[src/rtl/pipe_pkg.sv]
// Shared EX/MEM pipeline definitions: default widths, control-bit positions
// and the elastic-register state encoding.
package pipe_pkg;

    localparam int XLEN_DEFAULT = 32;
    localparam int RA_W_DEFAULT = 5;

    localparam int CTRL_W         = 4;
    localparam int CTRL_MEM_READ  = 3;
    localparam int CTRL_MEM_WRITE = 2;
    localparam int CTRL_REG_WRITE = 1;
    localparam int CTRL_MEM_TO_REG = 0;

    typedef enum logic [1:0] {
        ST_EMPTY = 2'd0,
        ST_FULL  = 2'd1,
        ST_SKID  = 2'd2
    } state_e;

endpackage

[src/rtl/pipe_payload_reg.sv]
// Purpose: width-parametrised enable-load payload register, synchronous clear.
// Latency: 1 cycle from load to q.
// Backpressure: none; the owner decides when to load.
module pipe_payload_reg #(
    parameter int W = 8
) (
    input  logic         clk,
    input  logic         rst,
    input  logic         load,
    input  logic [W-1:0] d,
    output logic [W-1:0] q
);

    always_ff @(posedge clk) begin
        if (rst) begin
            q <= '0;
        end else if (load) begin
            q <= d;
        end
    end

endmodule

[src/rtl/ex_ma_elastic_reg.sv]
// Purpose: EX->MEM pipeline register, valid/ready both sides, optional skid entry, flush.
// Latency: 1 cycle from accept to MA outputs.
// Backpressure: SKID=1 registered ready (no ma_ready_in comb path); SKID=0 pass-through ready.
module ex_ma_elastic_reg
    import pipe_pkg::*;
#(
    parameter int XLEN = XLEN_DEFAULT,
    parameter int RA_W = RA_W_DEFAULT,
    parameter int SKID = 1
) (
    input  logic              clk,
    input  logic              rst,
    input  logic              flush_in,
    input  logic              ex_valid_in,
    output logic              ex_ready_out,
    input  logic [XLEN-1:0]   ex_pc_plus_4_in,
    input  logic [XLEN-1:0]   ex_alu_result_in,
    input  logic [XLEN-1:0]   ex_write_data_in,
    input  logic [RA_W-1:0]   ex_rd_addr_in,
    input  logic [CTRL_W-1:0] ex_ctrl_in,
    output logic              ma_valid_out,
    input  logic              ma_ready_in,
    output logic [XLEN-1:0]   ma_pc_plus_4_out,
    output logic [XLEN-1:0]   ma_alu_result_out,
    output logic [XLEN-1:0]   ma_write_data_out,
    output logic [RA_W-1:0]   ma_rd_addr_out,
    output logic [CTRL_W-1:0] ma_ctrl_out
);

    localparam int PAY_W = 3*XLEN + RA_W + CTRL_W;

    state_e              state_q, state_d;
    logic                accept, issue;
    logic                main_load, skid_load, main_from_skid;
    logic [CTRL_W-1:0]   ctrl_gated;
    logic [CTRL_W-1:0]   main_ctrl;
    logic [PAY_W-1:0]    in_pay, main_d, main_q, skid_q;

    // A write to x0 must never reach the register file.
    always_comb begin
        ctrl_gated = ex_ctrl_in;
        if (ex_rd_addr_in == '0) begin
            ctrl_gated[CTRL_REG_WRITE] = 1'b0;
        end
    end

    assign in_pay = {ex_pc_plus_4_in, ex_alu_result_in, ex_write_data_in, ex_rd_addr_in, ctrl_gated};
    assign main_d = main_from_skid ? skid_q : in_pay;

    assign ma_valid_out = (state_q != ST_EMPTY);
    assign accept       = ex_valid_in && ex_ready_out;
    assign issue        = ma_valid_out && ma_ready_in;

    always_ff @(posedge clk) begin
        if (rst) begin
            state_q <= ST_EMPTY;
        end else begin
            state_q <= state_d;
        end
    end

    always_comb begin
        state_d        = state_q;
        main_load      = 1'b0;
        skid_load      = 1'b0;
        main_from_skid = 1'b0;
        if (flush_in) begin
            state_d = ST_EMPTY;
        end else begin
            unique case (state_q)
                ST_EMPTY: begin
                    if (accept) begin
                        state_d   = ST_FULL;
                        main_load = 1'b1;
                    end
                end
                ST_FULL: begin
                    if (accept && issue) begin
                        main_load = 1'b1;
                    end else if (accept && (SKID != 0)) begin
                        state_d   = ST_SKID;
                        skid_load = 1'b1;
                    end else if (issue) begin
                        state_d = ST_EMPTY;
                    end
                end
                ST_SKID: begin
                    if (issue) begin
                        state_d        = ST_FULL;
                        main_load      = 1'b1;
                        main_from_skid = 1'b1;
                    end
                end
                default: state_d = ST_EMPTY;
            endcase
        end
    end

    generate
        if (SKID != 0) begin : g_skid_ready
            logic ready_q;
            always_ff @(posedge clk) begin
                if (rst) begin
                    ready_q <= 1'b1;
                end else begin
                    ready_q <= (state_d != ST_SKID);
                end
            end
            assign ex_ready_out = ready_q;
        end else begin : g_pass_ready
            assign ex_ready_out = !ma_valid_out || ma_ready_in;
        end
    endgenerate

    pipe_payload_reg #(.W(PAY_W)) u_main (
        .clk  (clk),
        .rst  (rst),
        .load (main_load),
        .d    (main_d),
        .q    (main_q)
    );

    pipe_payload_reg #(.W(PAY_W)) u_skid (
        .clk  (clk),
        .rst  (rst),
        .load (skid_load),
        .d    (in_pay),
        .q    (skid_q)
    );

    assign {ma_pc_plus_4_out, ma_alu_result_out, ma_write_data_out, ma_rd_addr_out, main_ctrl} = main_q;
    // Bubbles and flushed entries must not carry side-effect controls.
    assign ma_ctrl_out = ma_valid_out ? main_ctrl : '0;

endmodule

[config.mk]
export PLATFORM = sky130hd
export DESIGN_NAME = ex_ma_elastic_reg
export DESIGN_NICKNAME = d
export VERILOG_FILES = /design/src/rtl/pipe_pkg.sv /design/src/rtl/pipe_payload_reg.sv /design/src/rtl/ex_ma_elastic_reg.sv
export SDC_FILE = /design/constraint.sdc
export NUM_CORES = 1
export LEC_CHECK = 0
export CAP_MARGIN = 5
export CORE_ASPECT_RATIO = 1.4
export CORE_MARGIN = 5
export CORE_UTILIZATION = 35
export CTS_CLUSTER_DIAMETER = 100
export CTS_CLUSTER_SIZE = 28
export DETAILED_ROUTE_END_ITERATION = 10
export REMOVE_ABC_BUFFERS = 1
export SYNTH_ARGS = -nofsm -noshare
export SYNTH_HDL_FRONTEND = slang
export SYNTH_SLANG_ARGS = --single-unit
[constraint.sdc]
create_clock -name clk -period 4.3 [get_ports clk]
set_input_delay 0.86 -clock clk [delete_from_list [all_inputs] [get_ports clk]]
set_output_delay 0.86 -clock clk [all_outputs]
set_load 0.01 [all_outputs]
After elaboration in Yosys (flattened, before gate mapping):

Index checks and enable logic that the tools add are counted.

* eq/ne operators: 3
* mux-type cells: 20
* reductions and logical operators: 6

Operators by type and width (number)
* $mux 105: 1
* $mux 2: 6
* $mux 1: 10
* $pmux 2 s3: 1
* $logic_not 5->1: 1
* $mux 4: 1
* $logic_and 1x1->1: 3
* $pmux 1 s3: 1
* $eq 2x1->1 const B: 1
* $eq 2x2->1 const B: 1
* $logic_not 2->1: 1
* $ne 2x2->1 const B: 1
* $reduce_bool 2->1: 1

* register bits after elaboration: 213
* bits of input ports: 110
* output and inout bits: 107
* word-level logic and storage cells: 33

Depth between registers and ports, before layout:

Gate-level depths: netlist of the first run.

* depth after elaboration: 8
* mapped depth: 8
* depth with buffers taken out: 4

Cells and area by module:

From an unflattened synthesis of the first run, not the netlist that was laid out.

* cells, all modules: 821
* area, all modules: 9263.9 µm²

By module, submodules not included
* pipe_payload_reg: instances 2, cells an instance 339, area an instance 3756.1 µm², seq. area each 2102.0 µm²
* ex_ma_elastic_reg: instances 1, cells an instance 143, area an instance 1751.7 µm², seq. area each 60.1 µm²

Least setup slack after synthesis of the first run:

OpenSTA, ideal clock, no wires.

* kind: input -> register
* start: input flush_in
* end: register u_skid.q[100]
* setup time: 132 ps
* arrival time: 2080 ps
* data required time: 4168 ps
* slack: 2088 ps
* stages: 7
* path buffers: 4
* cell sequence: clkbuf_1 or4_1 clkbuf_1 buf_2 buf_4 nand2_1 a21oi_1

* longest elaborated chain between the ends: 1

Ends and longest elaborated chain
* from (decl): RTL line ex_ma_elastic_reg.sv:13 `input logic flush_in,`
* $mux 1: RTL line ex_ma_elastic_reg.sv:67 `if (flush_in) begin`
* to (signal assigned): RTL line pipe_payload_reg.sv:16 `q <= '0;`
* to (signal assigned): RTL line pipe_payload_reg.sv:18 `q <= d;`
* to (decl): RTL line pipe_payload_reg.sv:11 `output logic [W-1:0] q`

Every way passes these cells.
A chain may end at the register's enable or synchronous reset.

Final worst setup path of the first run:

* start: register state_q[1]
* end: output ma_ctrl_out[2]

* longest elaborated chain between the ends: 2

Ends and longest elaborated chain
* from (decl): RTL line ex_ma_elastic_reg.sv:32 `state_e state_q, state_d;`
* from (signal assigned): RTL line ex_ma_elastic_reg.sv:58 `state_q <= state_d;`
* $reduce_bool 2->1: RTL line ex_ma_elastic_reg.sv:50 `assign ma_valid_out = (state_q != ST_EMPTY);`
* $mux 4: RTL line ex_ma_elastic_reg.sv:133 `assign ma_ctrl_out = ma_valid_out ? main_ctrl : '0;`
* to (decl): RTL line ex_ma_elastic_reg.sv:27 `output logic [CTRL_W-1:0] ma_ctrl_out`

Every way passes these cells.

==> results of run 1 <==
-- layer usage --
layer / GRT usage [%] / up-vias / wire length (um)
li1: - / 3581 / -
met1: 17.6 / 3176 / 9390
met2: 25.6 / 135 / 11300
met3: 2.76 / 24 / 1100
met4: 3.13 / 4 / 337
met5: 0 / - / 34
-- state kept, by name, summed over array words and instances (netlist names) --
signal,flops
u_main.q,105
u_skid.q,105
state_q,2
ex_ready_out,1
-- final cells by class --
type	instances	area share, %
multi-input cells	657	34.0
well taps	324	3.65
clock inverters	1	0.147
clock buffers	11	2.48
flip-flops and latches	213	38.4
inverters	1	0.0338
repair buffers	229	21.3
-- critical path, stage by stage, from the launching register on --
cell and delay (ps):
dfxtp_1 540, nor2_1 200, nor2b_1 180, clkdlybuf4s50_1 580
-- layout by cell type (no fill, tap or decap), drive strengths merged, types with 2 or more instances in the layout --
master | synthesis | final
or4 | 3 | 3
a211oi | 104 | 104
dfxtp | 213 | 213
nor2 | 109 | 109
nand2 | 211 | 211
clkdlybuf4s50 | 0 | 215
mux2i | 104 | 104
clkbuf | 40 | 11
nor4 | 2 | 2
buf | 145 | 14
a21oi | 107 | 107
nor2b | 5 | 5
-- stage by stage --
step	hold WS (ps)	total power, W
6_report	458	0.00378
5_1_grt	477	0.00398
4_1_cts	461	0.00386
3_5_place_dp	446	0.00273
3_3_place_gp	441	0.00273
2_1_floorplan	430	0.00241
-- cell families (layout without fill, tap and decap cells) --
| family | Yosys count | count (layout) | share of synthesized area [%] |
|---|---|---|---|
| AND/OR/NAND/NOR | 337 | 337 | 14.5 |
| AO/OA/AOI/OAI | 216 | 216 | 14.8 |
| flip-flops | 213 | 213 | 46.2 |
| buffers and inverters | 186 | 242 | 13.2 |
| multiplexers | 104 | 104 | 11.3 |
-- where the power goes --
| group | leakage, nW | switching, W | total, W | internal [W] |
|---|---|---|---|---|
| registers | 1.74 | 0.0000529 | 0.00212 | 0.00206 |
| logic | 1.63 | 0.000258 | 0.000565 | 0.000307 |
| clock network | 0.142 | 0.000629 | 0.00110 | 0.000472 |
| total | 3.52 | 0.000940 | 0.00378 | 0.00284 |
-- worst max-delay path by stage --
stage | end | slack (ps) | cells after the start
finish | ma_ctrl_out[2] | 1480 | 3
floorplan | u_main.q[0] | -5690 | 3
global route | ma_ctrl_out[2] | 1340 | 3
CTS | ma_ctrl_out[2] | 1450 | 3
detailed placement | u_main.q[28] | 1240 | 5
global placement | u_main.q[100] | 1240 | 5
==> summary.md, run 1 <==
| Metric | Value |
|---|---|
| Total area of sequential cells | `4260 sq um` |
| Setup Skew | `between 10 and 15 ps` |
| # fillers | `2606` |
| Max-slew violations | `0` |
| # clock sinks | `around 210` |
| Die area | `29700 sq um` |
| Count of cell types in the netlist | `28` |
| Largest area contributor in the netlist | `dfxtp_1` |
| Post-route ant nets | `0` |
| Worst-Margin Slew | `729 ps` |
| CP required | `~3400 ps` |
| Hold Crit Class | `reg -> reg` |
| CTS Buf Count | `11` |
| Start of the worst register-to-register path | `state_q[1]` |
| Final setup violation count | `0` |
| Design area | `11100 sq um` |
| Gr ovfl total | `0` |
| DP HPWL | `14400 um` |
| Worst Setup End Kind | `output port` |
| Root Buffer | `clkbuf_16` |
| Post CTS Setup Buffer Count | `0` |
| TritonCTS clock tree | `done` |
| Worst-path clk slew | `110 ps` |
| First-pass GRT wire length | `between 30000 and 40000 um` |
| CTS resizes | `0` |
| # hold bufs at CTS | `0` |
| Synth Cell Area | `9220 sq um` |
| Pre-CTS setup slack | `1240 ps` |
| Sequential-to-total area share from yosys stat | `between 40% and 50%` |
| Non-Filler Instances | `about 1400` |
| Max Clk Rate | `355 MHz` |
| Most used flip-flop cell after synthesis | `dfxtp_1` |
| Worst EP arrival | `1960 ps` |
| Share of the synthesized area in the top cell type | `between 40 and 50%` |
| DRC | `0` |
| Boundary pin count | `217` |
| Sum Neg Setup Slack | `0 ps` |
| Slack of the critical path | `approximately 1500 ps` |
| All-layer global routing usage | `between 10 and 15%` |
| Area of the multi-input gates | `~3800 sq um` |
| GPL Wtd Cong | `0.726` |
| Placed cell areas | `10800 sq um` |
| Avg Synthesized Cell Area | `8.73 sq um` |
| Die extent in x | `147 um` |
| Initial DRC Count | `280` |
| Count leader, synth | `dfxtp_1` |
| Reg2Reg Setup Slack | `2190 ps` |
| Final #Nets | `~1200` |
| Synth cell count leaders | `dfxtp_1 (213), nand2_1 (211), buf_4 (115)` |
| Final Cycle Share | `65.5%` |
| P_leak | `3.52 nW` |
| Tmin final | `2820 ps` |
| Max cap viols | `0` |
| Chip Height | `between 200 and 250 um` |
| Synth top area cells | `dfxtp_1 (46%), mux2i_1 (11%), buf_4 (9.4%)` |
| Cell count after synthesis | `roughly 1100` |
| Vias after detailed routing | `6920` |
| Clock Tree Buf Depth | `3` |
| Initial antenna violation count | `2` |
| Initial core utilization | `between 30% and 40%` |
| Hold Crit Depth | `2` |
| CTS H-tree depth | `1` |
| Status | `finished clean` |
| Asr flop ratio synth | `0%` |
| IO buf count | `roughly 220` |
| Synth Register Bits | `213` |
| Worst r2r dst | `u_main.q[27]` |
| VDD IR max | `approximately 0.25 mV` |
| RSZ-0062 raised after global routing | `no` |
| Final core utilization | `between 40% and 50%` |
| CP Class | `reg -> out` |
| Vias in the first global route | `6454` |
| Critical Path Start Type | `register` |
| Routed WL per cell | `between 15 and 20 um` |
| First-pass detailed-route iteration total | `6` |
| Share of cells above drive strength 1 | `under 10%` |
| # rows | `70` |
| Diodes inserted | `0` |
| Worst Setup SP | `state_q[1]` |
| Maximum net fanout on the critical path | `10` |
| Pwr per Cell Area | `341 nW/um^2` |
| Worst skew pair latency | `460 ps` |
| Drt via density | `~4.8` |
| Largest net degree at the start of global routing | `106` |
| Core Box Area | `between 20000 and 30000 sq um` |
| Final hold viol count | `0` |
| HP Start | `u_skid.q[29]` |
| Placed instance count | `1424` |
| Post-Route WL | `~22000 um` |
| Hold Path Sink | `u_skid.q[29]` |
| Worst relative slew slack | `51.4%` |
| R2R cell count | `5` |
| Number of synthesized flops with an enable pin | `0` |
| Synth Warn # | `0` |
| Area growth syn-to-layout | `20.3%` |
No activity file was read; power rests on OpenSTA's default activity.
==> run 2, diff against run 1 <==
==> constraint.sdc (replaced) <==
create_clock -name clk -period 2.5 [get_ports clk]
set_input_delay 0.5 -clock clk [delete_from_list [all_inputs] [get_ports clk]]
set_output_delay 0.5 -clock clk [all_outputs]
set_load 0.01 [all_outputs]
==> run 2 against run 1 <==
Compared with the run above: clock power up 73%; wire length up 2.1%; global-route usage up 0.34 points; utilization up 1.6 points; clock skew down 3.0 ps.
==> summary.md, run 2 (synthesis gave the netlist of run 1 again) <==
| Metric | Value |
|---|---|
| Placed cell areas | `roughly 11000 sq um` |
| Design area | `11500 sq um` |
| DRC | `0` |
| CP Class | `reg -> out` |
| Worst path bufs/invs | `1` |
| Area of the multi-input gates | `3770 sq um` |
| Sum Neg Setup Slack | `0 ps` |
| All-layer global routing usage | `14.6%` |
| Hold slack final | `roughly 460 ps` |
| Status | `finished clean` |
| Commonest non-fill, non-tap cell in the layout | `clkdlybuf4s50_1` |
| Post-Route WL | `22700 um` |
| First-pass detailed-route iteration total | `4` |
| Worst skew pair latency | `460 ps` |
| Vias after detailed routing | `7084` |
| Drt via density | `4.82` |
| # fillers | `2551` |
| Vias in the first global route | `6744` |
| Start of the worst register-to-register path | `state_q[1]` |
| Pwr per Cell Area | `571 nW/um^2` |
| Crit-path cells | `nor2_1 > nor2b_1 > clkdlybuf4s50_1` |
| Hold Crit Depth | `2` |
| GPL Wtd Cong | `0.731` |
| Initial DRC Count | `271` |
| Max-slew violations | `0` |
| Root Buffer | `clkbuf_16` |
| Max cap viols | `0` |
| Slowest CP cell | `clkdlybuf4s50_1` |
| Worst-path clk slew | `110 ps` |
| R2R cell count | `6` |
| IO buf count | `216` |
| Routed WL per cell | `roughly 15 um` |
| Final Cycle Share | `slightly above 90%` |
| Critical Path Start Type | `register` |
| Setup Skew | `8.08 ps` |
| Comb power frac | `around 16%` |
| Reg2Reg Setup Slack | `between 700 and 800 ps` |
| # clock sinks | `between 200 and 250` |
| Sw frac | `around 25%` |
| Slowest stage delay, CP | `500 ps` |
| Clock Tree Buf Depth | `3` |
| CTS Buf Count | `11` |
| Gr ovfl total | `0` |
| RSZ-0062 raised after global routing | `no` |
| Initial antenna violation count | `3` |
| P_int | `between 0.004 and 0.005 W` |
| Worst-Margin Slew | `828 ps` |
| Final setup violation count | `0` |
| Boundary pin count | `217` |
| Hold Path Sink | `u_skid.q[0]` |
| VDD IR max | `0.545 mV` |
| Worst r2r dst | `u_main.q[39]` |
| Worst relative slew slack | `44.8%` |
| Total area of sequential cells | `4270 sq um` |
| Switching power | `0.00164 W` |
| HP Start | `u_skid.q[0]` |
| Final #Nets | `between 1000 and 1500` |
| Core Box Area | `26100 sq um` |
| Tmin final | `approximately 2300 ps` |
| Top Registers | `u_main.q x105, u_skid.q x105, state_q x2` |
| Share of cells above drive strength 1 | `5.59%` |
| Initial core utilization | `between 30% and 40%` |
| Worst Setup End Kind | `output port` |
| CTS H-tree depth | `1` |
| Seq pwr share | `55.3%` |
| Area growth syn-to-layout | `24.9%` |
| DP HPWL | `15900 um` |
| # rows | `70` |
| Post-route ant nets | `0` |
| Final hold viol count | `0` |
| Maximum net fanout on the critical path | `10` |
| Die area | `29700 sq um` |
| Worst EP arrival | `1810 ps` |
| TritonCTS clock tree | `done` |
| Hold Crit Class | `reg -> reg` |
| Commonest cells after routing, fill and taps aside | `clkdlybuf4s50_1 (215), dfxtp_1 (212), nand2_1 (211), nor2_1 (109), a21oi_1 (107)` |
| Chip Height | `202 um` |
| Die extent in x | `147 um` |
| CP top delay family | `buffers and inverters` |
| Max Clk Rate | `432 MHz` |
| First-pass GRT wire length | `36000 um` |
| Clock share of power | `29.0%` |
| CP required | `2000 ps` |
| P_leak | `3.73 nW` |
| Final core utilization | `44.1%` |
| Largest net degree at the start of global routing | `between 100 and 150` |
-- run 2: cell types whose count changed in the layout (fill, tap and decap cells not counted), sizes merged --
cell and delta:
buf +32, diode +1
-- run 2: cell type report --
class | count | area share (%)
Multi-Input combinational cell | 657 | 32.7
Tap cell | 324 | 3.52
Clock inverter | 1 | 0.141
Antenna cell | 1 | 0.0217
Inverter | 1 | 0.0326
Timing Repair Buffer | 261 | 24.1
Sequential cell | 213 | 37.1
Clock buffer | 11 | 2.39
-- run 2: how the worst max path moves through the flow --
stage	slack (ps)	end	start	cells after the start
after floorplan	-7130	u_main.q[0]	ma_ready_in	3
after global placement	190	u_main.q[89]	ma_ready_in	7
after detailed placement	120	u_main.q[3]	ma_ready_in	7
after CTS	10	ma_ctrl_out[0]	state_q[1]	3
after global routing	70	ma_ctrl_out[0]	state_q[0]	3
final	190	ma_ctrl_out[0]	state_q[1]	3
-- run 2: worst min-delay path: stages (launching register included) --
cell and delay (ps):
dfxtp_1 320, nand2_1 50, a21oi_1 50
-- run 2: timing repair --
action | in CTS | in global routing
gates resized for setup | 0 | 1
buffers inserted | 0 | 0
setup endpoints to repair | 0 | 2
hold endpoints to repair | 0 | 0
hold buffers | 0 | 0
-- run 2: power groups by stage --
| stage | sequential (W) | combinational (W) | clock, W |
|---|---|---|---|
| after floorplan | 0.00376 | 0.000380 | 0 |
| after global routing | 0.00366 | 0.00112 | 0.00211 |
| final | 0.00364 | 0.00103 | 0.00190 |
| after global placement | 0.00372 | 0.00104 | 0 |
| after CTS | 0.00364 | 0.00105 | 0.00200 |
| after detailed placement | 0.00372 | 0.00104 | 0 |
-- run 2: metrics by stage --
step | setup WS [ps] | std cells | total power [W]
floorplan | -7130 | 871 | 0.00414
global placement | 190 | 1456 | 0.00475
detailed placement | 117 | 1456 | 0.00476
CTS | 12.3 | 1468 | 0.00669
global route | 69.3 | 1469 | 0.00689
finish | 188 | 1469 | 0.00657
-- run 2: metal layers --
layer / wire [um] / vias up / GRT usage, % / share of wire, %
met5: 26 / - / 0 / 0.11
met4: 643 / 4 / 4.93 / 2.8
met3: 1020 / 37 / 2.47 / 4.5
met2: 11600 / 137 / 26.5 / 51
met1: 9340 / 3264 / 17.2 / 41
li1: - / 3642 / - / -
==> RTL change, RTL diff (config.mk and constraints of run 2) <==
Set the package constant `CTRL_W` to 3 (it was 4).
--- a/src/rtl/pipe_pkg.sv
+++ b/src/rtl/pipe_pkg.sv
@@ -5,7 +5,7 @@
     localparam int XLEN_DEFAULT = 32;
     localparam int RA_W_DEFAULT = 5;
 
-    localparam int CTRL_W         = 4;
+    localparam int CTRL_W         = 3;
     localparam int CTRL_MEM_READ  = 3;
     localparam int CTRL_MEM_WRITE = 2;
     localparam int CTRL_REG_WRITE = 1;
Interface: changed (resized ex_ctrl_in and ma_ctrl_out); port bits go from 217 to 215. The function was not compared with the original's and may differ.
==> RTL change against run 2 <==
First-iteration DRC count shrank 12%; total power increased by 0.12%; cell count shrank 1.2%; sequential cell count decreased by 2; setup slack got worse by 0.97 ps; final area increased by 0.33%; count of clock-buffer cells in the layout did not move; synthesized area grew 1.8%; largest power group unchanged; wire length down 0.20%.
==> RTL change: results (changes against run 2) <==
metric;value;unit;change
synth top area cells;dfxtp_1, mux2i_1, buf_4, nand2_1, a211oi_2;;
status;complete, no violations;;
first-pass GRT wire length;35900;um;-0.46%
clock skew;19.3;ps;+11.2 ps
Worst R2R End;u_main.q[40];;
fill cell count;2634;;+3.3%
vias in the first global route;6721;;-0.34%
drt via density;4.87;;+0.90%
CTS buffer count;11;;unchanged
Worst VDD drop;0.366;mV;-33%
Sw Ratio;25.3;%;+0.31 points
post-route insts no fill;1451;;-1.2%
final wirelength;22600;um;-0.20%
initial antenna violation count;0;;-3
share of the yosys chip area belonging to registers;45.0;%;-1.2 points
Worst R2R Setup Slack;540;ps;-200 ps
worst slew pin tran;885;ps;+57.0 ps
Worst setup endpoint;ma_ctrl_out[1];;
gpl congestion;0.769;;+5.2%
Post-synth top cells;dfxtp_1, nand2_1, buf_4;;
mean area per synthesized cell;8.98;um^2;+2.8%
input/output buffers;214;;-0.93%
Worst-path clk slew;110;ps;about the same
path category of the worst min-delay check;reg -> reg;;
CP max stage delay;550;ps;+50 ps
Cell Count Post-Placement;1439;;-1.2%
sequential power share;54.8;%;-0.5 points
antenna cells;0;;-1
pin count of the biggest net entering global routing;93;;-9.7%
leak pwr;3.67;nW;-1.5%
R2R cell count;5;;-1
cts repair resizes;0;;unchanged
leading registers by flop count;u_main.q: 104 flops, u_skid.q: 104 flops, state_q: 2 flops;;
DRT iter0 DRCs;238;;-12%
Tot GR Track Use;14.5;%;-0.097 points
share of layout cells above drive strength 1;9.26;%;+3.7 points
Sw Pwr;0.00166;W;+1.4%
worst skew pair latency;470;ps;
layout net count;1233;;-1.8%
DP HPWL;15500;um;-2.5%
drt pass-1 iters;7;;+3
==> RTL change: final cells by class <==
cell class                      count  area [um^2]  area share, %
Clock buffer                       11          275           2.38
Clock inverter                      1         16.3          0.141
Tap cell                          328          410           3.55
Sequential cell                   211         4220           36.6
Multi-Input combinational cell    650         3980           34.4
Inverter                            1         3.75         0.0325
Timing Repair Buffer              249         2640           22.9
==> RTL change: cell families after synthesis <==
family                 Yosys count  synth area share, %
muxes                          103                 11.0
AOI/OAI and AO/OA              214                 17.2
DFF                            211                 45.0
buffers and inverters          184                 12.8
and+or+nand+nor                333                 14.0
==> RTL change: through the flow <==
stage	setup WS, ps	hold slack (ps)	util, %	area (um^2)
after floorplan	-2620	430	-	8190
after global placement	148	441	42.2	11300
final	187	460	43.3	11500
after global routing	63.9	476	43.3	11500
after CTS	163	461	43.3	11500
after detailed placement	124	447	42.2	11300
==> RTL change: per-layer routing <==
layer  GRT usage [%]  part of all wire [%]  vias to the layer above
li1                -                     -                     3587
met3            2.22                   4.2                       16
met1            17.7                    42                     3322
met2            26.7                    53                      135
met5               0                     0                        -
met4            3.24                   1.3                        0
==> RTL change: tightest hold or removal path, stage by stage, from the launching register on <==
cell and delay, ps:
dfxtp_1 320, nand2_1 50, a21oi_1 50
==> RTL change: how the worst min path moves through the flow <==
| stage | startpoint | to |
|---|---|---|
| finish | u_skid.q[86] | u_skid.q[86] |
| floorplan | u_skid.q[0] | u_skid.q[0] |
| global placement | u_skid.q[49] | u_skid.q[49] |
| global route | u_skid.q[16] | u_skid.q[16] |
| detailed placement | u_skid.q[8] | u_skid.q[8] |
| CTS | u_skid.q[88] | u_skid.q[88] |
